<file path="src/rtl/fifo_pkg.sv">
// fifo_pkg: shared helpers, occupancy encoding and default thresholds for the FIFO control slice.
package fifo_pkg;
    localparam int DEF_DEPTH = 4;
    localparam int DEF_AEMPTY_TH = 1;
    typedef enum logic [1:0] {
        ST_EMPTY   = 2'd0,
        ST_PARTIAL = 2'd1,
        ST_FULL    = 2'd2
    } occ_t;
    function automatic int ceil_log2(input int n);
        int r;
        r = 0;
        for (int i = 0; i < 32; i++) if ((1 << r) < n) r++;
        return r;
    endfunction
endpackage

</file>
<file path="src/rtl/wrap_ptr.sv">
// wrap_ptr: modulo-DEPTH pointer that advances on adv and wraps DEPTH-1 -> 0.
//   clk, reset (async, active-low), adv (advance enable), ptr (current pointer)
module wrap_ptr #(
    parameter int DEPTH = 4,
    parameter int W = 2
) (
    input  logic         clk,
    input  logic         reset,
    input  logic         adv,
    output logic [W-1:0] ptr
);
    // Explicit wrap: depths need not be powers of two.
    always_ff @(posedge clk or negedge reset)
        if (!reset) ptr <= '0;
        else if (adv) ptr <= (ptr == W'(DEPTH - 1)) ? '0 : ptr + 1'b1;
endmodule

</file>
<file path="src/rtl/fifo_ctrl.sv">
// fifo_ctrl: pointer, occupancy, flag and error control for a single-clock FIFO around a dual-port RAM.
//   clk, reset (async, active-low); push/pop requests; clr_err clears sticky errors
//   we/write_addr/read_addr drive the RAM; count plus full/empty/almost_* status; overflow/underflow sticky errors
module fifo_ctrl
    import fifo_pkg::*;
#(
    parameter int MEM_DEPTH = DEF_DEPTH,
    parameter int ADDR_WIDTH = ceil_log2(MEM_DEPTH),
    parameter int AFULL_TH = MEM_DEPTH - 1,
    parameter int AEMPTY_TH = DEF_AEMPTY_TH
) (
    input  logic                  clk,
    input  logic                  reset,
    input  logic                  push,
    input  logic                  pop,
    input  logic                  clr_err,
    output logic                  we,
    output logic [ADDR_WIDTH-1:0] write_addr,
    output logic [ADDR_WIDTH-1:0] read_addr,
    output logic [ADDR_WIDTH:0]   count,
    output logic                  full,
    output logic                  empty,
    output logic                  almost_full,
    output logic                  almost_empty,
    output logic                  overflow,
    output logic                  underflow
);
    localparam int CW = ADDR_WIDTH + 1;
    occ_t state, state_nxt;
    logic push_ok, pop_ok;
    logic [CW-1:0] count_nxt;
    assign full = state == ST_FULL;
    assign empty = state == ST_EMPTY;
    assign almost_full = count >= CW'(AFULL_TH);
    assign almost_empty = count <= CW'(AEMPTY_TH);
    // Gated by reset so the RAM never sees a write strobe while the controller is held in reset.
    assign push_ok = push & ~full & reset;
    assign pop_ok = pop & ~empty;
    assign we = push_ok;
    assign count_nxt = count + CW'(push_ok) - CW'(pop_ok);
    wrap_ptr #(.DEPTH(MEM_DEPTH), .W(ADDR_WIDTH)) u_wr (
        .clk(clk), .reset(reset), .adv(push_ok), .ptr(write_addr)
    );
    wrap_ptr #(.DEPTH(MEM_DEPTH), .W(ADDR_WIDTH)) u_rd (
        .clk(clk), .reset(reset), .adv(pop_ok), .ptr(read_addr)
    );
    always_comb begin
        state_nxt = state;
        case (state)
            ST_EMPTY:   state_nxt = push_ok ? ST_PARTIAL : ST_EMPTY;
            ST_PARTIAL: state_nxt = (push_ok && !pop_ok && count == CW'(MEM_DEPTH - 1)) ? ST_FULL :
                                    (pop_ok && !push_ok && count == CW'(1)) ? ST_EMPTY : ST_PARTIAL;
            ST_FULL:    state_nxt = (pop_ok && !push_ok) ? ST_PARTIAL : ST_FULL;
            default:    state_nxt = ST_EMPTY;
        endcase
    end
    // Error set terms come first so a coincident clr_err cannot mask a new error.
    always_ff @(posedge clk or negedge reset)
        if (!reset) begin
            state <= ST_EMPTY;
            count <= '0;
            overflow <= 1'b0;
            underflow <= 1'b0;
        end else begin
            state <= state_nxt;
            count <= count_nxt;
            overflow <= (push & full) | (overflow & ~clr_err);
            underflow <= (pop & empty) | (underflow & ~clr_err);
        end
endmodule

</file>
<file path="config.mk">
export PLATFORM = sky130hd
export DESIGN_NAME = fifo_ctrl
export DESIGN_NICKNAME = d
export VERILOG_FILES = /design/src/rtl/fifo_pkg.sv /design/src/rtl/wrap_ptr.sv /design/src/rtl/fifo_ctrl.sv
export SDC_FILE = /design/constraint.sdc
export NUM_CORES = 1
export LEC_CHECK = 0
export ABC_AREA = 1
export ABC_CLOCK_PERIOD_IN_PS = 3700
export BUFFER_PORTS_ARGS = -buffer_cell sky130_fd_sc_hd__buf_2
export CORE_AREA = 2 2 39 41
export DETAILED_ROUTE_END_ITERATION = 10
export DIE_AREA = 0 0 41 43
export PLACE_DENSITY = 0.81
export SYNTH_ARGS = -nofsm -noshare
export SYNTH_HDL_FRONTEND = slang
export SYNTH_HIERARCHICAL = 1
export SYNTH_SLANG_ARGS = --single-unit
</file>
<file path="constraint.sdc">
create_clock -name clk -period 3.7 [get_ports clk]
set_input_delay 0.185 -clock clk [delete_from_list [all_inputs] [get_ports clk]]
set_output_delay 0.185 -clock clk [all_outputs]
set_load 0.05 [all_outputs]
</file>
==> results of run 1 <==
==> placed cells by master (no fill, tap or decap) <==
cell           netlist  layout
nand2_1             23      23
buf_2                0      18
inv_1               14      14
dfrtp_1             11      11
ha_1                 6       6
nor2_1               4       4
o21ai_0              4       4
nand2_2              3       3
o22ai_1              3       3
clkbuf_4             0       3
nor2_2               2       2
inv_2                2       2
nand3_1              2       2
xnor2_1              1       1
nor2_4               1       1
fa_1                 1       1
clkbuf_1             0       1
dlygate4sd3_1        0       1
==> area by class of cell <==
type / count / area share (%)
timing repair buffer: 19 / 12.86
clock buffer: 4 / 3.376
tap: 16 / 2.572
inverter: 16 / 7.717
sequential: 11 / 35.37
multi-input combinational: 50 / 38.10
==> metrics by stage <==
step | instance area, um2 | util (%) | hold slack (ns) | cells | setup slack [ns]
2_1_floorplan | 631.9 | - | -0.1106 | 77 | 1.513
3_3_place_gp | 742.0 | 53.62 | 0.07113 | 111 | 2.063
6_report | 778.2 | 56.24 | 0.1251 | 116 | 1.942
4_1_cts | 778.2 | 56.24 | 0.1160 | 116 | 1.919
3_5_place_dp | 742.0 | 53.62 | 0.07044 | 111 | 1.999
5_1_grt | 778.2 | 56.24 | 0.1290 | 116 | 1.816
==> flip-flops by register name, summed over array words and instances (netlist names) <==
name       count
state          2
u_rd/ptr       2
overflow       1
count          3
u_wr/ptr       2
underflow      1
==> metal layers <==
metal,routed length (um),vias up
li1,-,278
met1,501,230
met2,480,21
met3,76,2
met4,10,0
met5,0,-
==> what timing repair did <==
action	CTS	global route
hold endpoints to repair	11	0
gates resized for setup	0	0
hold buffers	1	0
==> cells by family (layout without fill, tap and decap cells) <==
| group | Yosys count | count (layout) | share of synthesized area (%) |
|---|---|---|---|
| AND/OR/NAND/NOR | 35 | 35 | 24.36 |
| buffers and inverters | 16 | 39 | 9.505 |
| flip-flops | 11 | 11 | 43.56 |
| adder cells (fa/ha/maj) | 7 | 7 | 15.05 |
| AO/OA/AOI/OAI | 7 | 7 | 6.139 |
| XOR/XNOR | 1 | 1 | 1.386 |
==> worst paths after layout <==
check                       startpoint  cells past startpoint           to  slack (ns)
max                              reset                      9     count[2]        1.94
min                            clr_err                      2    underflow        0.13
max reg2reg                   state[1]                      7     count[2]        1.99
min reg2reg                u_wr/ptr[1]                      2  u_wr/ptr[1]        0.50
max in group asynchronous        reset                      2  u_wr/ptr[1]        3.17
min in group asynchronous        reset                      2     overflow        0.33
==> flow_results.xml, run 1 <==
<?xml version="1.0" encoding="UTF-8"?>
<metrics>
  <group name="sta">
    <metric name="maxSlewViolCount" unit="">0</metric>
    <metric name="rsz0062_at_grt" unit="">no</metric>
    <metric name="timing.final.crit_share" unit="%">47.51</metric>
    <metric name="final_setup_viols" unit="">0</metric>
    <metric name="fin_worst_skew" unit="ns">0.005377</metric>
    <metric name="period_minus_slack" unit="ns">1.758</metric>
    <metric name="fin_tns_setup" unit="ns">0</metric>
    <metric name="timing.slew.headroom" unit="%">82.84</metric>
    <metric name="worst-slew-pin-transition" unit="ns">0.2574</metric>
    <metric name="report.final.hold_viol_count" unit="">0</metric>
    <metric name="achievable-frequency" unit="MHz">568.9</metric>
  </group>
  <group name="drt">
    <metric name="detail_route.iter0.violations" unit="">12</metric>
    <metric name="drtPass1Iterations" unit="">4</metric>
    <metric name="route.detailed.wl_per_inst" unit="um">9.207</metric>
    <metric name="drt_wl_total" unit="um">1068</metric>
    <metric name="routed-via-count" unit="">531</metric>
    <metric name="postRouteAntennaNets" unit="">0</metric>
    <metric name="drc" unit="">0</metric>
    <metric name="detail_route.vias_per_cell" unit="">4.578</metric>
  </group>
  <group name="synthesis">
    <metric name="synth.most_common_cell" unit="">nand2_1</metric>
    <metric name="part_of_the_yosys_area_used_for_sequential_elements" unit="%">43.56</metric>
    <metric name="netlist-cell-type-count" unit="">14</metric>
    <metric name="ys.flop_type" unit="">dfrtp_1</metric>
    <metric name="count_of_flip_flops_with_a_built_in_enable_after_synthesis" unit="">0</metric>
    <metric name="synth-seq-cells" unit="">11</metric>
    <metric name="yosys-top-cells-area" unit="">dfrtp_1 44%, nand2_1 14%, ha_1 12%</metric>
    <metric name="synth_top_area_cell" unit="">dfrtp_1</metric>
    <metric name="yosys_warnings" unit="">6</metric>
    <metric name="syn-cell-area" unit="um2">631.9</metric>
    <metric name="postSynthNetCount" unit="">89</metric>
    <metric name="synth_common_cells" unit="">23 x nand2_1, 14 x inv_1, 11 x dfrtp_1</metric>
    <metric name="synth_largest_type_area_fraction" unit="%">43.56</metric>
    <metric name="syn_inst" unit="">77</metric>
    <metric name="asyncSetResetFlopFracSynth" unit="%">100.0</metric>
    <metric name="postSynthAreaPerCell" unit="um2">8.206</metric>
  </group>
  <group name="worst_setup_path">
    <metric name="most_used_cell_cp" unit="">inv_1</metric>
    <metric name="path_delay_family" unit="">buffers and inverters</metric>
    <metric name="crit_slowest_cell" unit="">dlygate4sd3_1</metric>
    <metric name="cp_num_buf_inv" unit="">4</metric>
    <metric name="worst-endpoint-arrival" unit="ns">1.91</metric>
    <metric name="crit_type" unit="">input port to flip-flop</metric>
    <metric name="worst-endpoint-required" unit="ns">3.85</metric>
    <metric name="worst-path-max-fanout" unit="">12</metric>
    <metric name="worstPathCellList" unit="">dlygate4sd3_1 -&gt; buf_2 -&gt; nand2_1 -&gt; inv_1 -&gt; nand2_2 -&gt; inv_1 -&gt; ha_1 -&gt; fa_1 -&gt; xnor2_1</metric>
    <metric name="crit_path_end_kind" unit="">flip-flop</metric>
    <metric name="worst_path_largest_cell_delay" unit="ns">0.53</metric>
    <metric name="cp-start-kind" unit="">input port</metric>
  </group>
  <group name="clock_tree">
    <metric name="clock_tree.buffer_depth" unit="">2</metric>
    <metric name="cts-root-buf" unit="">clkbuf_4</metric>
    <metric name="cts-buffers-inserted" unit="">3</metric>
    <metric name="clock_sinks" unit="">11</metric>
    <metric name="cts_tree" unit="">built</metric>
    <metric name="clk_transition_reported_paths" unit="ns">0.07</metric>
    <metric name="worstSkewPairLatency" unit="ns">0.26</metric>
    <metric name="post-cts-setup-buffers" unit="">0</metric>
    <metric name="htree_num_levels" unit="">1</metric>
  </group>
  <group name="worst_hold_path">
    <metric name="min_path_type" unit="">input port to flip-flop</metric>
  </group>
  <group name="final_layout">
    <metric name="antenna_cells_inserted" unit="">0</metric>
    <metric name="final_layout_size_suffix_gt1_share" unit="%">29.00</metric>
    <metric name="multiInputGateArea" unit="um2">296.5</metric>
    <metric name="sequential_cell_area" unit="um2">275.3</metric>
    <metric name="n_fill_cell" unit="">128</metric>
    <metric name="fin_nets" unit="">113</metric>
    <metric name="area_growth_syn_to_layout" unit="%">23.17</metric>
  </group>
  <group name="floorplan">
    <metric name="coreArea" unit="um2">1384</metric>
    <metric name="die_height" unit="um">43</metric>
    <metric name="effective_utilization_at_floorplan" unit="%">45.66</metric>
    <metric name="row_count" unit="">14</metric>
    <metric name="design.die.area" unit="um2">1763</metric>
    <metric name="fp.dieW" unit="um">41</metric>
    <metric name="ioPinCount" unit="">19</metric>
  </group>
  <group name="global_routing">
    <metric name="globalRouteOverflowTotal" unit="">0</metric>
    <metric name="met3_usage" unit="%">3.141</metric>
    <metric name="grt.total_usage" unit="%">15.09</metric>
    <metric name="grt_pass1_wl" unit="um">1807</metric>
    <metric name="largest_net_degree_at_the_start_of_global_routing" unit="">13</metric>
    <metric name="antenna_found_initial" unit="">0</metric>
    <metric name="grt-busiest-layer" unit="">met1</metric>
    <metric name="grt_util_met2" unit="%">20.63</metric>
    <metric name="grt_pass1_vias" unit="">442</metric>
    <metric name="grt_util_met1" unit="%">21.62</metric>
  </group>
  <group name="placed_design">
    <metric name="finalWeightedCongestion" unit="">0.7492</metric>
    <metric name="port_buffers" unit="">18</metric>
    <metric name="dp.final_hpwl" unit="um">855.5</metric>
  </group>
  <group name="status">
    <metric name="outcome" unit="">completed</metric>
  </group>
  <group name="job">
    <metric name="max_cap_violations" unit="">0</metric>
  </group>
</metrics>
Power of run 1 is not shown: default switching activity piles up to over one toggle a cycle in this logic, so the estimate is an artifact.
==> run 2: changes to the inputs <==
--- a/config.mk
+++ b/config.mk
@@ -6,12 +6,11 @@
 export NUM_CORES = 1
 export LEC_CHECK = 0
 export ABC_AREA = 1
-export ABC_CLOCK_PERIOD_IN_PS = 3700
+export ABC_CLOCK_PERIOD_IN_PS = 1620
 export BUFFER_PORTS_ARGS = -buffer_cell sky130_fd_sc_hd__buf_2
-export CORE_AREA = 2 2 39 41
+export CORE_UTILIZATION = 48
 export DETAILED_ROUTE_END_ITERATION = 10
-export DIE_AREA = 0 0 41 43
-export PLACE_DENSITY = 0.81
+export PLACE_DENSITY = 0.82
 export SYNTH_ARGS = -nofsm -noshare
 export SYNTH_HDL_FRONTEND = slang
 export SYNTH_HIERARCHICAL = 1
==> constraint.sdc (replaced) <==
create_clock -name clk -period 1.62 [get_ports clk]
set_input_delay 0.081 -clock clk [delete_from_list [all_inputs] [get_ports clk]]
set_output_delay 0.081 -clock clk [all_outputs]
set_load 0.05 [all_outputs]
==> run 2 against run 1 <==
Compared with the run above:
- setup slack got worse by 1.9 ns
- critical path type is now flip-flop to flip-flop
- wire length increased by 11%
- critical path depth decreased by 3
- via count increased by 5.8%
- final cell count increased by 0.86%
- sequential cell count unchanged
- non-clock buffer count increased by 3
- utilization increased by 14 points
==> flow_results.xml, run 2 (same netlist as run 1, synthesis figures left out) <==
<?xml version="1.0" encoding="UTF-8"?>
<metrics>
  <group name="global_routing">
    <metric name="grt-busiest-layer" unit="">met2</metric>
    <metric name="met3_usage" unit="%">8.721</metric>
    <metric name="grt.total_usage" unit="%">21.11</metric>
    <metric name="grt_pass1_vias" unit="">528</metric>
    <metric name="grt_util_met1" unit="%">22.22</metric>
    <metric name="antenna_found_initial" unit="">0</metric>
    <metric name="largest_net_degree_at_the_start_of_global_routing" unit="">12</metric>
    <metric name="grt_util_met2" unit="%">36.86</metric>
    <metric name="globalRouteOverflowTotal" unit="">0</metric>
    <metric name="grt_pass1_wl" unit="um">2056</metric>
  </group>
  <group name="floorplan">
    <metric name="effective_utilization_at_floorplan" unit="%">53.95</metric>
    <metric name="die_height" unit="um">38.28</metric>
    <metric name="ioPinCount" unit="">19</metric>
    <metric name="row_count" unit="">12</metric>
    <metric name="fp.dieW" unit="um">38.28</metric>
    <metric name="coreArea" unit="um2">1171</metric>
    <metric name="design.die.area" unit="um2">1465</metric>
  </group>
  <group name="worst_hold_path">
    <metric name="min_path_type" unit="">input port to flip-flop</metric>
  </group>
  <group name="sta">
    <metric name="final_setup_viols" unit="">0</metric>
    <metric name="achievable-frequency" unit="MHz">640.9</metric>
    <metric name="fin_worst_skew" unit="ns">0.003146</metric>
    <metric name="fin_tns_setup" unit="ns">0</metric>
    <metric name="worst-slew-pin-transition" unit="ns">0.2532</metric>
    <metric name="report.final.hold_viol_count" unit="">0</metric>
    <metric name="timing.final.crit_share" unit="%">96.32</metric>
    <metric name="timing.slew.headroom" unit="%">83.24</metric>
    <metric name="maxSlewViolCount" unit="">0</metric>
    <metric name="period_minus_slack" unit="ns">1.560</metric>
  </group>
  <group name="worst_setup_path">
    <metric name="worst-endpoint-arrival" unit="ns">1.76</metric>
    <metric name="cp-start-kind" unit="">flip-flop</metric>
    <metric name="worst-endpoint-required" unit="ns">1.82</metric>
    <metric name="worst-path-max-fanout" unit="">5</metric>
    <metric name="crit_path_end_kind" unit="">flip-flop</metric>
    <metric name="crit_type" unit="">flip-flop to flip-flop</metric>
  </group>
  <group name="final_layout">
    <metric name="layout.cell_area.non_filler" unit="um2">827.0</metric>
    <metric name="stdcell_count" unit="">117</metric>
    <metric name="antenna_cells_inserted" unit="">0</metric>
    <metric name="final_layout_size_suffix_gt1_share" unit="%">35.92</metric>
    <metric name="utilization" unit="%">70.62</metric>
    <metric name="mostFrequentLayoutCell" unit="">nand2_1</metric>
    <metric name="fin_nets" unit="">116</metric>
    <metric name="area_growth_syn_to_layout" unit="%">30.89</metric>
    <metric name="flip_flop_count_of_the_largest_register_after_layout" unit="">3</metric>
    <metric name="regMostFlops" unit="">count</metric>
    <metric name="layout_common_cells" unit="">22 x nand2_1, 17 x buf_2, 14 x inv_1</metric>
  </group>
  <group name="clock_tree">
    <metric name="cts_tree" unit="">built</metric>
    <metric name="cts-root-buf" unit="">clkbuf_4</metric>
    <metric name="clock_sinks" unit="">11</metric>
    <metric name="clock_tree.buffer_depth" unit="">2</metric>
    <metric name="cts-buffers-inserted" unit="">3</metric>
    <metric name="worstSkewPairLatency" unit="ns">0.26</metric>
    <metric name="clk_transition_reported_paths" unit="ns">0.07</metric>
    <metric name="htree_num_levels" unit="">1</metric>
  </group>
  <group name="drt">
    <metric name="detail_route.vias_per_cell" unit="">4.803</metric>
    <metric name="route.detailed.wl_per_inst" unit="um">10.15</metric>
    <metric name="drtPass1Iterations" unit="">4</metric>
    <metric name="routed-via-count" unit="">562</metric>
    <metric name="postRouteAntennaNets" unit="">0</metric>
    <metric name="drc" unit="">0</metric>
    <metric name="drt_wl_total" unit="um">1187</metric>
    <metric name="detail_route.iter0.violations" unit="">8</metric>
  </group>
  <group name="placed_design">
    <metric name="postPlaceCellArea" unit="um2">768.2</metric>
    <metric name="port_buffers" unit="">18</metric>
    <metric name="placed_cells" unit="">110</metric>
    <metric name="dp.final_hpwl" unit="um">901.9</metric>
    <metric name="finalWeightedCongestion" unit="">0.7521</metric>
  </group>
  <group name="job">
    <metric name="max_cap_violations" unit="">0</metric>
  </group>
  <group name="status">
    <metric name="outcome" unit="">completed</metric>
  </group>
</metrics>
-- run 2: worst paths after layout --
kind,start,endpoint,slack (ns),cells past startpoint
worst min-delay path,pop,state[1],0.02,2
worst min register to register,u_wr/ptr[1],u_wr/ptr[1],0.51,2
max in group asynchronous,reset,count[1],1.17,3
min in group asynchronous,reset,state[1],0.29,3
worst max register to register,state[1],count[1],0.06,6
worst max-delay path,state[1],count[1],0.06,6
-- run 2: routing by layer --
layer / part of all wire (%) / up-vias
met5: 0 / -
met4: 0.76 / 0
met3: 6.2 / 2
met2: 51 / 19
met1: 42 / 255
li1: - / 286
-- run 2: layout make-up --
cell class | count | area (um2)
fill | 86 | 344.1
multi-input combinational | 50 | 317.8
sequential | 11 | 277.8
timing repair buffer | 22 | 127.6
inverter | 16 | 60.06
clock buffer | 4 | 26.28
tap | 14 | 17.52
-- run 2: repair_timing --
item                                   4_1_cts  5_1_grt
buffers inserted                             0        1
hold buffers                                 1        1
resized for setup                            0        3
setup endpoints to repair                    0        3
endpoints found under the hold margin       11        1
-- run 2: critical path, cell delays in order (launching register included) --
cell and delay (ns):
dfrtp_1 0.42, nor2_4 0.17, nor2_4 0.07, nand2_2 0.07
nand2_1 0.06, ha_2 0.19, fa_2 0.51
-- run 2: metrics by stage --
step / setup WS, ns / hold slack, ns
floorplan: -0.1489 / -0.2146
global placement: 0.06474 / 0.02294
detailed placement: 0.03553 / 0.03446
CTS: 0.01547 / 0.01016
global route: -0.0007881 / 0.01268
finish: 0.05964 / 0.01866
Power of run 2 is left out for the same reason.
==> run 3: changes to the inputs <==
--- a/config.mk
+++ b/config.mk
@@ -10,6 +10,7 @@
 export BUFFER_PORTS_ARGS = -buffer_cell sky130_fd_sc_hd__buf_2
 export CORE_UTILIZATION = 48
 export DETAILED_ROUTE_END_ITERATION = 10
+export HOLD_SLACK_MARGIN = 0.05
 export PLACE_DENSITY = 0.82
 export SYNTH_ARGS = -nofsm -noshare
 export SYNTH_HDL_FRONTEND = slang
==> run 3 against run 2 <==
Compared with the run above:
- global-route usage increased by 0.86 points
- utilization increased by 1.7 points
- critical path type unchanged
- critical path depth unchanged
- setup slack improved by 0.0040 ns
- register-to-register slack about the same
- die area unchanged
==> flow_results.xml, run 3 (same netlist as run 1, synthesis figures left out) <==
<?xml version="1.0" encoding="UTF-8"?>
<metrics>
  <group name="clock_tree">
    <metric name="cts-root-buf" unit="">clkbuf_4</metric>
    <metric name="clk_transition_reported_paths" unit="ns">0.07</metric>
    <metric name="cts-buffers-inserted" unit="">3</metric>
    <metric name="clock_tree.buffer_depth" unit="">2</metric>
    <metric name="clock_sinks" unit="">11</metric>
    <metric name="cts_tree" unit="">built</metric>
    <metric name="htree_num_levels" unit="">1</metric>
    <metric name="worstSkewPairLatency" unit="ns">0.26</metric>
  </group>
  <group name="worst_setup_path">
    <metric name="cp-start-kind" unit="">flip-flop</metric>
    <metric name="worst-endpoint-arrival" unit="ns">1.75</metric>
    <metric name="worstPathCellList" unit="">nor2_4 -&gt; nor2_4 -&gt; nand2_2 -&gt; nand2_1 -&gt; ha_2 -&gt; fa_2</metric>
    <metric name="most_used_cell_cp" unit="">nor2_4</metric>
    <metric name="crit_type" unit="">flip-flop to flip-flop</metric>
    <metric name="path_delay_family" unit="">adder cells</metric>
    <metric name="worst-path-max-fanout" unit="">5</metric>
    <metric name="crit_slowest_cell" unit="">fa_2</metric>
    <metric name="worst_path_largest_cell_delay" unit="ns">0.51</metric>
    <metric name="crit_path_end_kind" unit="">flip-flop</metric>
    <metric name="cp_num_buf_inv" unit="">0</metric>
    <metric name="worst-endpoint-required" unit="ns">1.82</metric>
  </group>
  <group name="global_routing">
    <metric name="grt_pass1_vias" unit="">557</metric>
    <metric name="antenna_found_initial" unit="">0</metric>
    <metric name="largest_net_degree_at_the_start_of_global_routing" unit="">12</metric>
    <metric name="grt.total_usage" unit="%">21.98</metric>
    <metric name="globalRouteOverflowTotal" unit="">0</metric>
    <metric name="grt_pass1_wl" unit="um">2139</metric>
  </group>
  <group name="sta">
    <metric name="achievable-frequency" unit="MHz">642.5</metric>
    <metric name="fin_worst_skew" unit="ns">0.003747</metric>
    <metric name="period_minus_slack" unit="ns">1.556</metric>
    <metric name="report.final.hold_viol_count" unit="">0</metric>
    <metric name="maxSlewViolCount" unit="">0</metric>
    <metric name="rsz0062_at_grt" unit="">no</metric>
    <metric name="timing.final.crit_share" unit="%">96.07</metric>
    <metric name="final_setup_viols" unit="">0</metric>
    <metric name="worst-slew-pin-transition" unit="ns">0.2532</metric>
    <metric name="timing.slew.headroom" unit="%">83.24</metric>
  </group>
  <group name="placed_design">
    <metric name="finalWeightedCongestion" unit="">0.7521</metric>
    <metric name="dp.final_hpwl" unit="um">901.9</metric>
    <metric name="placed_cells" unit="">110</metric>
    <metric name="port_buffers" unit="">18</metric>
  </group>
  <group name="floorplan">
    <metric name="design.die.area" unit="um2">1465</metric>
    <metric name="fp.dieW" unit="um">38.28</metric>
    <metric name="effective_utilization_at_floorplan" unit="%">53.95</metric>
    <metric name="die_height" unit="um">38.28</metric>
    <metric name="coreArea" unit="um2">1171</metric>
    <metric name="row_count" unit="">12</metric>
    <metric name="ioPinCount" unit="">19</metric>
  </group>
  <group name="drt">
    <metric name="postRouteAntennaNets" unit="">0</metric>
    <metric name="drtPass1Iterations" unit="">4</metric>
    <metric name="detail_route.iter0.violations" unit="">8</metric>
    <metric name="route.detailed.wl_per_inst" unit="um">10.18</metric>
    <metric name="drt_wl_total" unit="um">1211</metric>
    <metric name="routed-via-count" unit="">574</metric>
    <metric name="detail_route.vias_per_cell" unit="">4.824</metric>
    <metric name="drc" unit="">0</metric>
  </group>
  <group name="final_layout">
    <metric name="utilization" unit="%">72.33</metric>
    <metric name="flip_flop_count_of_the_largest_register_after_layout" unit="">3</metric>
    <metric name="layout_common_cells" unit="">22 x nand2_1, 17 x buf_2, 13 x inv_1</metric>
    <metric name="fin_nets" unit="">118</metric>
    <metric name="sequential_cell_area" unit="um2">277.8</metric>
    <metric name="area_growth_syn_to_layout" unit="%">34.06</metric>
    <metric name="mostFrequentLayoutCell" unit="">nand2_1</metric>
    <metric name="stdcell_count" unit="">119</metric>
    <metric name="final_layout_size_suffix_gt1_share" unit="%">36.19</metric>
    <metric name="n_fill_cell" unit="">86</metric>
    <metric name="antenna_cells_inserted" unit="">0</metric>
    <metric name="regMostFlops" unit="">count</metric>
    <metric name="multiInputGateArea" unit="um2">317.8</metric>
  </group>
  <group name="worst_hold_path">
    <metric name="min_path_type" unit="">input port to flip-flop</metric>
  </group>
  <group name="job">
    <metric name="max_cap_violations" unit="">0</metric>
  </group>
  <group name="status">
    <metric name="outcome" unit="">completed</metric>
  </group>
</metrics>
run 3: cell count changes in the layout (fill, tap and decap cells not counted), sizes merged:
cell         change
dlygate4sd3      +2
run 3: worst paths after layout:
path | start | endpoint | slack (ns) | depth (start not counted)
min in group asynchronous | reset | state[1] | 0.29 | 3
hold / removal | push | state[0] | 0.21 | 5
setup / recovery | state[1] | count[1] | 0.06 | 6
setup reg to reg | state[1] | count[1] | 0.06 | 6
max in group asynchronous | reset | count[1] | 1.17 | 3
hold reg to reg | u_wr/ptr[1] | u_wr/ptr[1] | 0.51 | 2
run 3: area by class of cell:
class / count / area share [%]
Tap cell: 14 / 2.068
Clock buffer: 4 / 3.102
Timing Repair Buffer: 24 / 17.43
Sequential cell: 11 / 32.79
Inverter: 16 / 7.090
Multi-Input combinational cell: 50 / 37.52
run 3: timing repair:
item	CTS	global route
resized for setup	0	5
setup endpoints to repair	0	3
hold buffers	4	0
endpoints found under the hold margin	14	0
buffers inserted	0	1
run 3: per-stage QoR:
| step | setup slack (ns) | TNS (ns) | cell area (um2) | hold WS (ns) |
|---|---|---|---|---|
| 4_1_cts | 0.01411 | 0 | 834.6 | 0.1941 |
| 3_5_place_dp | 0.03553 | 0 | 768.2 | 0.03446 |
| 3_3_place_gp | 0.06474 | 0 | 768.2 | 0.02294 |
| 2_1_floorplan | -0.1489 | -0.2970 | 653.1 | -0.2146 |
| 6_report | 0.06361 | 0 | 847.1 | 0.2094 |
| 5_1_grt | 0.001639 | 0 | 847.1 | 0.2226 |
run 3: worst reg2reg max path, stage by stage, from the launching register on:
cell	delay, ns
dfrtp_1	0.42
nor2_4	0.17
nor2_4	0.07
nand2_2	0.06
nand2_1	0.06
ha_2	0.18
fa_2	0.51
run 3: metal layers:
metal	up-vias	track usage [%]	wire [um]
met5	-	0	0
met4	0	8.036	9
met3	2	8.721	67
met2	18	39.83	620
met1	264	22.22	513
li1	290	-	-
Power of run 3 is left out for the same reason.
